File: src/rtl/clk_div_ctrl.sv
// clk_div_ctrl: glitch-safe divisor update controller (req_valid_i/req_div_i/req_ready_o in, rsp_valid_o/rsp_err_o/rsp_ready_i out, div_o to divider, boundary_o period edge, busy_o not idle)
module clk_div_ctrl #(
  parameter int DIV_WIDTH = 4,
  parameter int DEFAULT_DIV = 2,
  parameter int SETTLE_CYCLES = 2
) (
  input  logic                 clk_i,
  input  logic                 arst_ni,
  input  logic                 req_valid_i,
  input  logic [DIV_WIDTH-1:0] req_div_i,
  output logic                 req_ready_o,
  output logic                 rsp_valid_o,
  output logic                 rsp_err_o,
  input  logic                 rsp_ready_i,
  output logic [DIV_WIDTH-1:0] div_o,
  output logic                 boundary_o,
  output logic                 busy_o
);
  localparam int SW = SETTLE_CYCLES > 1 ? $clog2(SETTLE_CYCLES) : 1;
  typedef enum logic [1:0] {IDLE, WAIT, SETTLE, RESP} state_t;
  state_t state, state_d;
  logic [DIV_WIDTH-1:0] cnt, cnt_d, div_d, pend, pend_d;
  logic [SW-1:0] scnt, scnt_d;
  logic err, err_d, acc, load;
  assign boundary_o = cnt == div_o - DIV_WIDTH'(1);
  assign req_ready_o = state == IDLE;
  assign busy_o = state != IDLE;
  assign rsp_valid_o = state == RESP;
  assign rsp_err_o = state == RESP && err;
  always_comb begin
    acc = req_valid_i && state == IDLE;
    load = state == WAIT && boundary_o;
    cnt_d = boundary_o ? '0 : cnt + 1'b1;
    div_d = load ? pend : div_o;
    pend_d = acc ? req_div_i : pend;
    err_d = acc ? req_div_i == '0 : err;
    scnt_d = load ? SW'(SETTLE_CYCLES - 1) : (state == SETTLE && scnt != '0) ? scnt - 1'b1 : scnt;
    state_d = state;
    case (state)
      IDLE:    state_d = !acc ? IDLE : (req_div_i == '0 || req_div_i == div_o) ? RESP : WAIT;
      WAIT:    state_d = boundary_o ? SETTLE : WAIT;
      SETTLE:  state_d = scnt == '0 ? RESP : SETTLE;
      RESP:    state_d = rsp_ready_i ? IDLE : RESP;
      default: state_d = IDLE;
    endcase
  end
  always_ff @(posedge clk_i or negedge arst_ni) begin
    if (!arst_ni) begin
      state <= IDLE;
      cnt <= '0;
      div_o <= DIV_WIDTH'(DEFAULT_DIV);
      pend <= DIV_WIDTH'(DEFAULT_DIV);
      scnt <= '0;
      err <= 1'b0;
    end else begin
      state <= state_d;
      cnt <= cnt_d;
      div_o <= div_d;
      pend <= pend_d;
      scnt <= scnt_d;
      err <= err_d;
    end
  end
endmodule

File: config.mk
export PLATFORM = sky130hd
export DESIGN_NAME = clk_div_ctrl
export DESIGN_NICKNAME = d
export VERILOG_FILES = /design/src/rtl/clk_div_ctrl.sv
export SDC_FILE = /design/constraint.sdc
export NUM_CORES = 1
export LEC_CHECK = 0
export BUFFER_PORTS_ARGS = -buffer_cell sky130_fd_sc_hd__buf_2
export CAP_MARGIN = 40
export CORE_MARGIN = 2
export CORE_UTILIZATION = 55
export CTS_CLUSTER_DIAMETER = 100
export DETAILED_ROUTE_END_ITERATION = 7
export GPL_ROUTABILITY_DRIVEN = 0
export MAX_ROUTING_LAYER = met4
export PLACE_DENSITY = 0.8
export REMOVE_ABC_BUFFERS = 1
export SLEW_MARGIN = 10
export SYNTH_ARGS = -nofsm -noshare
export SYNTH_HDL_FRONTEND = slang
export SYNTH_SLANG_ARGS = --single-unit
File: constraint.sdc
create_clock -name clk_i -period 4.73 [get_ports clk_i]
set_clock_uncertainty 0.2 [all_clocks]
set_input_delay 0.2365 -clock clk_i [delete_from_list [all_inputs] [get_ports clk_i]]
set_output_delay 0.2365 -clock clk_i [all_outputs]
set_load 0.01 [all_outputs]
# --- Word-level counts from Yosys, hierarchy flattened ---
# Cells that the tools add are included.
word_totals:
  ff_bits: 16
  output_inout_bits: 9
  wordCells: 32
  inputBits: 8
classes:
  mux: 9
  n_reduce_logical: 9
  addsub: 3
  eq_ne: 5
ops:
  columns: ["op", "count"]
  rows:
  - ["== test 4 bit", 2]
  - ["two-way mux 2 bit", 4]
  - ["one-hot mux 2 bit (4 select lines)", 1]
  - ["adder 4 x 1 -> 4 bit (second input constant)", 1]
  - ["== test 2 bit (second input constant)", 2]
  - ["logical AND 1 bit", 4]
  - ["zero test 4 bit", 1]
  - ["two-way mux 4 bit", 1]
  - ["nonzero test 2 bit", 2]
  - ["subtractor 4 x 1 -> 4 bit (second input constant)", 1]
  - ["two-way mux 1 bit", 3]
  - ["== test 2 x 1 -> 1 bit (second input constant)", 1]
  - ["zero test 2 bit", 1]
  - ["logical OR 1 bit", 1]
  - ["subtractor 1 bit (second input constant)", 1]

# --- Logic depth before layout (Yosys ltp) ---
logic_depth:
  word_depth: 5
  mapped_depth: 6
  depth_no_buf: 6

# --- Worst setup path after synthesis ---
# Ideal clock, no wire load.
synth_timing:
  path_type: "register -> register"
  startpoint: "register div_o[1]"
  endpoint: "register div_o[0]"
  slack_ns: 2.684
  arrival_ns: 1.721
  t_required_ns: 4.405
  stages_incl_launch_ff: 7
  path_buffers: 0
  period_less_slack_ns: 2.046
  cell_sequence: "dfstp_2 -> inv_1 -> ha_1 -> xor2_1 -> nand3_2 -> nor3_4 -> mux2_2"
synth_via:
  elab_chain_cells: 3
synth_rtl:
  columns: ["item", "line", "text"]
  rows:
  - ["from (decl)", "15", "output logic [DIV_WIDTH-1:0] div_o,"]
  - ["from (signal assigned)", "51", "div_o <= DIV_WIDTH'(DEFAULT_DIV);"]
  - ["from (signal assigned)", "58", "div_o <= div_d;"]
  - ["subtractor 4 x 1 -> 4 bit", "25", "assign boundary_o = cnt == div_o - DIV_WIDTH'(1);"]
  - ["== test 4 bit", "25", null]
  - ["logical AND 1 bit", "32", "load = state == WAIT && boundary_o;"]
# No other way between the ends.
# A chain may end at the register's enable or synchronous reset.

# --- Final worst setup path ---
layout_timing:
  startpoint: "register div_o[1]"
  endpoint: "output port boundary_o"
layout_via:
  elab_chain_cells: 2
layout_rtl:
  columns: ["item", "line", "text"]
  rows:
  - ["subtractor 4 x 1 -> 4 bit", "25", null]
  - ["== test 4 bit", "25", null]
  - ["to (decl)", "16", "output logic boundary_o,"]
# No other way between the ends.

==> out/qor.csv <==
stage;metric;value;unit
detailed_routing;Vias per Instance;5.35;
finish;# nets final;99;
global_route;initial antenna violation count;0;
power_and_ir_drop;NetSw;275;uW
finish;Ant. Diodes;0;
global_route;first-pass GRT wire length;2820;um
die;core footprint;1350;um^2
detailed_routing;DRT antenna net count;0;
synth;Unique masters post-synth;28;
global_route;gr usage total;21.8;%
critical_path;Bufs and invs on worst path;2;
sta;endpoints failing hold;0;
die;die area;1810;um^2
sta;fin crit share;52.3;%
synth;Synth Flop Type;dfrtp_1;
synth;Cell Area, Synth;818;um^2
global_route;vias in the first global route;633;
power_and_ir_drop;combinational power share;49.0;%
detailed_routing;Pre-antenna DRT Iters;4;
placed_design;PortBufs;16;
synth;Post-synth top cells;dfrtp_1 (14), mux2_2 (9), xnor2_1 (7), nor2_1 (5), inv_1 (4);
detailed_routing;WL final;1570;um
cts;# clock sinks;16;
die;I/O pins;17;
detailed_routing;initial drt markers;5;
sta;RSZ-0062 raised after global routing;no;
critical_path;crit start category;flop;
power_and_ir_drop;Int Pwr;422;uW
status;outcome;finished, final reports clean;
die;Rows;13;
critical_path;critical-path cell list;inv_1, ha_1, xor2_1, nand3_2, nor2_1, buf_2;
critical_path;r2r endpoint;div_o[0]$_DFFE_PN0P_;
die;DIE WIDTH;42.6;um
hold_path;Hold Path Sink;pend[3]$_DFFE_PN0P_;
run;Max-Cap Viols;0;
critical_path;Largest stage delay, worst path;0.59;ns
critical_path;r2r setup slk;2.57;ns
sta;Slew Viols, Final;0;
critical_path;CP Class;flop to output port;
cts;number of H-tree levels;1;
power_and_ir_drop;VDD IR max;0.399;mV
detailed_routing;DRC viols;0;
critical_path;CP Capture Type;output port;
critical_path;Arr. time, crit path;2.04;ns
sta;Max Freq;405;MHz
placed_design;Placement Cell Area;912;um^2
hold_path;Hold Path Cell Cnt;2;
cts;post-cts sizing count;0;
power_and_ir_drop;leakage power;0.000462;uW
die;Initial Util;60.6;%
synth;number of flops mapped to enable cells by yosys;0;
hold_path;hold path start;req_div_i[3];
finish;Final Cell Area;958;um^2
hold_path;min-delay worst type;primary input to flop;
sta;slew of the pin with the lowest slew margin;0.375;ns
die;die outline height;42.6;um
global_route;largest net degree at the start of global routing;17;
cts;Skew-Pair Late Insertion Delay;0.28;ns
synth;Post-synth ARST share;100;%
detailed_routing;via count;551;
synth;post-synthesis instance total;67;
critical_path;Levels on crit path;6;
critical_path;RR Startpoint;div_o[1]$_DFFE_PN1P_;
power_and_ir_drop;Reg power frac;40.2;%
critical_path;FF-to-FF path depth;6;
critical_path;worst-path fanout max;6;
finish;fillers;107;
synth;top-area cell type share of the netlist area;42.8;%
sta;Sum Neg Setup Slack;0;ns
synth;Syn Area/Cell;12.2;um^2
finish;area grow syn2layout;17.1;%
cts;hold_buf cts;2;
placed_design;Detail Placement HPWL;1220;um
sta;Final setup violation count;0;
cts;clock buffer depth;2;
sta;minimum clock period;2.47;ns
critical_path;slowest CP cell;dfstp_2;
synth;register area share after synthesis;49.2;%
sta;Slew HR;74.9;%
cts;Reg clk slew, reported paths;0.10;ns
critical_path;Worst EP required;4.29;ns
cts;CTS tree;built;
synth;#FFs+latches synth;16;
synth;most common cell in the netlist;dfrtp_1;
power_and_ir_drop;pwr dens;727;nW/um^2
power_and_ir_drop;Clk pwr share;10.7;%
synth;Synth Warn #;0;
critical_path;CP startpoint;div_o[1]$_DFFE_PN1P_;
cts;setup bufs post-CTS;0;
global_route;gr ovfl total;0;
cts;Num CTS Buffers;3;
detailed_routing;WL/cell;15.2;um
synth;Synth area leaders;dfrtp_1 (43%), mux2_2 (12%), xnor2_1 (7.5%), dfstp_2 (6.4%), xor2_1 (3.2%);
power_and_ir_drop;switching power as a share of total power;39.4;%
critical_path;CP top delay family;flip-flops;
finish;share of cells above drive strength 1;38.6;%
synth;area leader, netlist;dfrtp_1;
cts;CTS root buf;clkbuf_4;
## placed cells by master (no fill, tap or decap)
cell type / Yosys / layout
and3_1: 1 / 1
xnor3_1: 1 / 1
mux2_2: 9 / 9
nor3_1: 1 / 1
xnor2_1: 7 / 7
dfrtp_1: 14 / 14
buf_2: 1 / 16
nand3_2: 1 / 1
ha_1: 2 / 2
or2_2: 1 / 1
and2_1: 1 / 1
a41oi_1: 1 / 1
nor3b_1: 1 / 1
o221ai_1: 1 / 1
nor2_1: 5 / 5
clkbuf_4: 0 / 3
nor3_4: 1 / 1
clkbuf_1: 0 / 1
dfstp_2: 2 / 2
nand2b_1: 2 / 2
nand3_1: 1 / 1
or3_1: 1 / 1
xor2_1: 3 / 3
inv_1: 4 / 4
a21boi_0: 1 / 1
a21o_2: 1 / 1
dlygate4sd3_1: 0 / 2
nor2b_1: 1 / 1
a211o_1: 1 / 1
nand2_1: 1 / 1
nor4_1: 1 / 1
## logic make-up (layout without fill, tap and decap cells)
| group | after synthesis | after routing | share of synthesized area, % |
|---|---|---|---|
| compound gates | 5 | 5 | 5.20 |
| xor+xnor | 11 | 11 | 13.5 |
| fa+ha+maj | 2 | 2 | 3.06 |
| buf+inv | 5 | 26 | 2.45 |
| flops | 16 | 16 | 49.2 |
| mux | 9 | 9 | 12.4 |
| simple gates | 19 | 19 | 14.2 |
## worst max path at each step
stage / endpoint / slack, ns
5_1_grt: boundary_o / 2.10
2_1_floorplan: div_o[0]$_DFFE_PN0P_ / 2.68
3_5_place_dp: boundary_o / 2.53
4_1_cts: boundary_o / 2.22
6_report: boundary_o / 2.26
3_3_place_gp: boundary_o / 2.61
## final cells by class
type                    instances  area (um^2)  area share [%]
flip-flops and latches         16          403            42.0
inverters                       4         15.0            1.57
well taps                      15         18.8            1.96
clock buffers                   4         26.3            2.74
multi-input cells              46          395            41.3
repair buffers                 18          100            10.4
## state kept, by name (all words and copies together) (netlist names)
name   cells
cnt        4
div_o      4
err        1
pend       4
scnt       1
state      2
## through the flow
step	instances	util [%]	hold WS [ns]	total power, uW	worst slack, ns
3_3_place_gp	97	67.6	-0.0371	606	2.61
2_1_floorplan	66	-	-0.259	530	2.68
3_5_place_dp	97	67.6	-0.0336	629	2.53
6_report	103	71.0	0.0306	697	2.26
4_1_cts	103	71.0	0.0266	706	2.22
5_1_grt	103	71.0	0.0214	757	2.10
## power groups by stage
| stage | Clock, uW | Sequential (uW) | Combinational, uW |
|---|---|---|---|
| floorplan | 0 | 272 | 259 |
| global placement | 0 | 277 | 329 |
| detailed placement | 0 | 283 | 347 |
| CTS | 76.9 | 280 | 349 |
| global route | 85.8 | 292 | 379 |
| finish | 74.8 | 280 | 342 |
## worst register-to-register path, stage by stage (launching register included)
cell,delay [ns]
dfstp_2,0.59
inv_1,0.05
ha_1,0.28
xor2_1,0.18
nand3_2,0.12
nor3_4,0.25
mux2_2,0.38
## metal layers
layer  share of wire, %  GRT usage [%]  routed length, um
met3                2.6           5.17                 41
met2                 54           38.2                846
met1                 43           24.9                668
met5                  0              -                  0
met4               0.76           5.63                 12
Power figures use the tool's default switching activity.
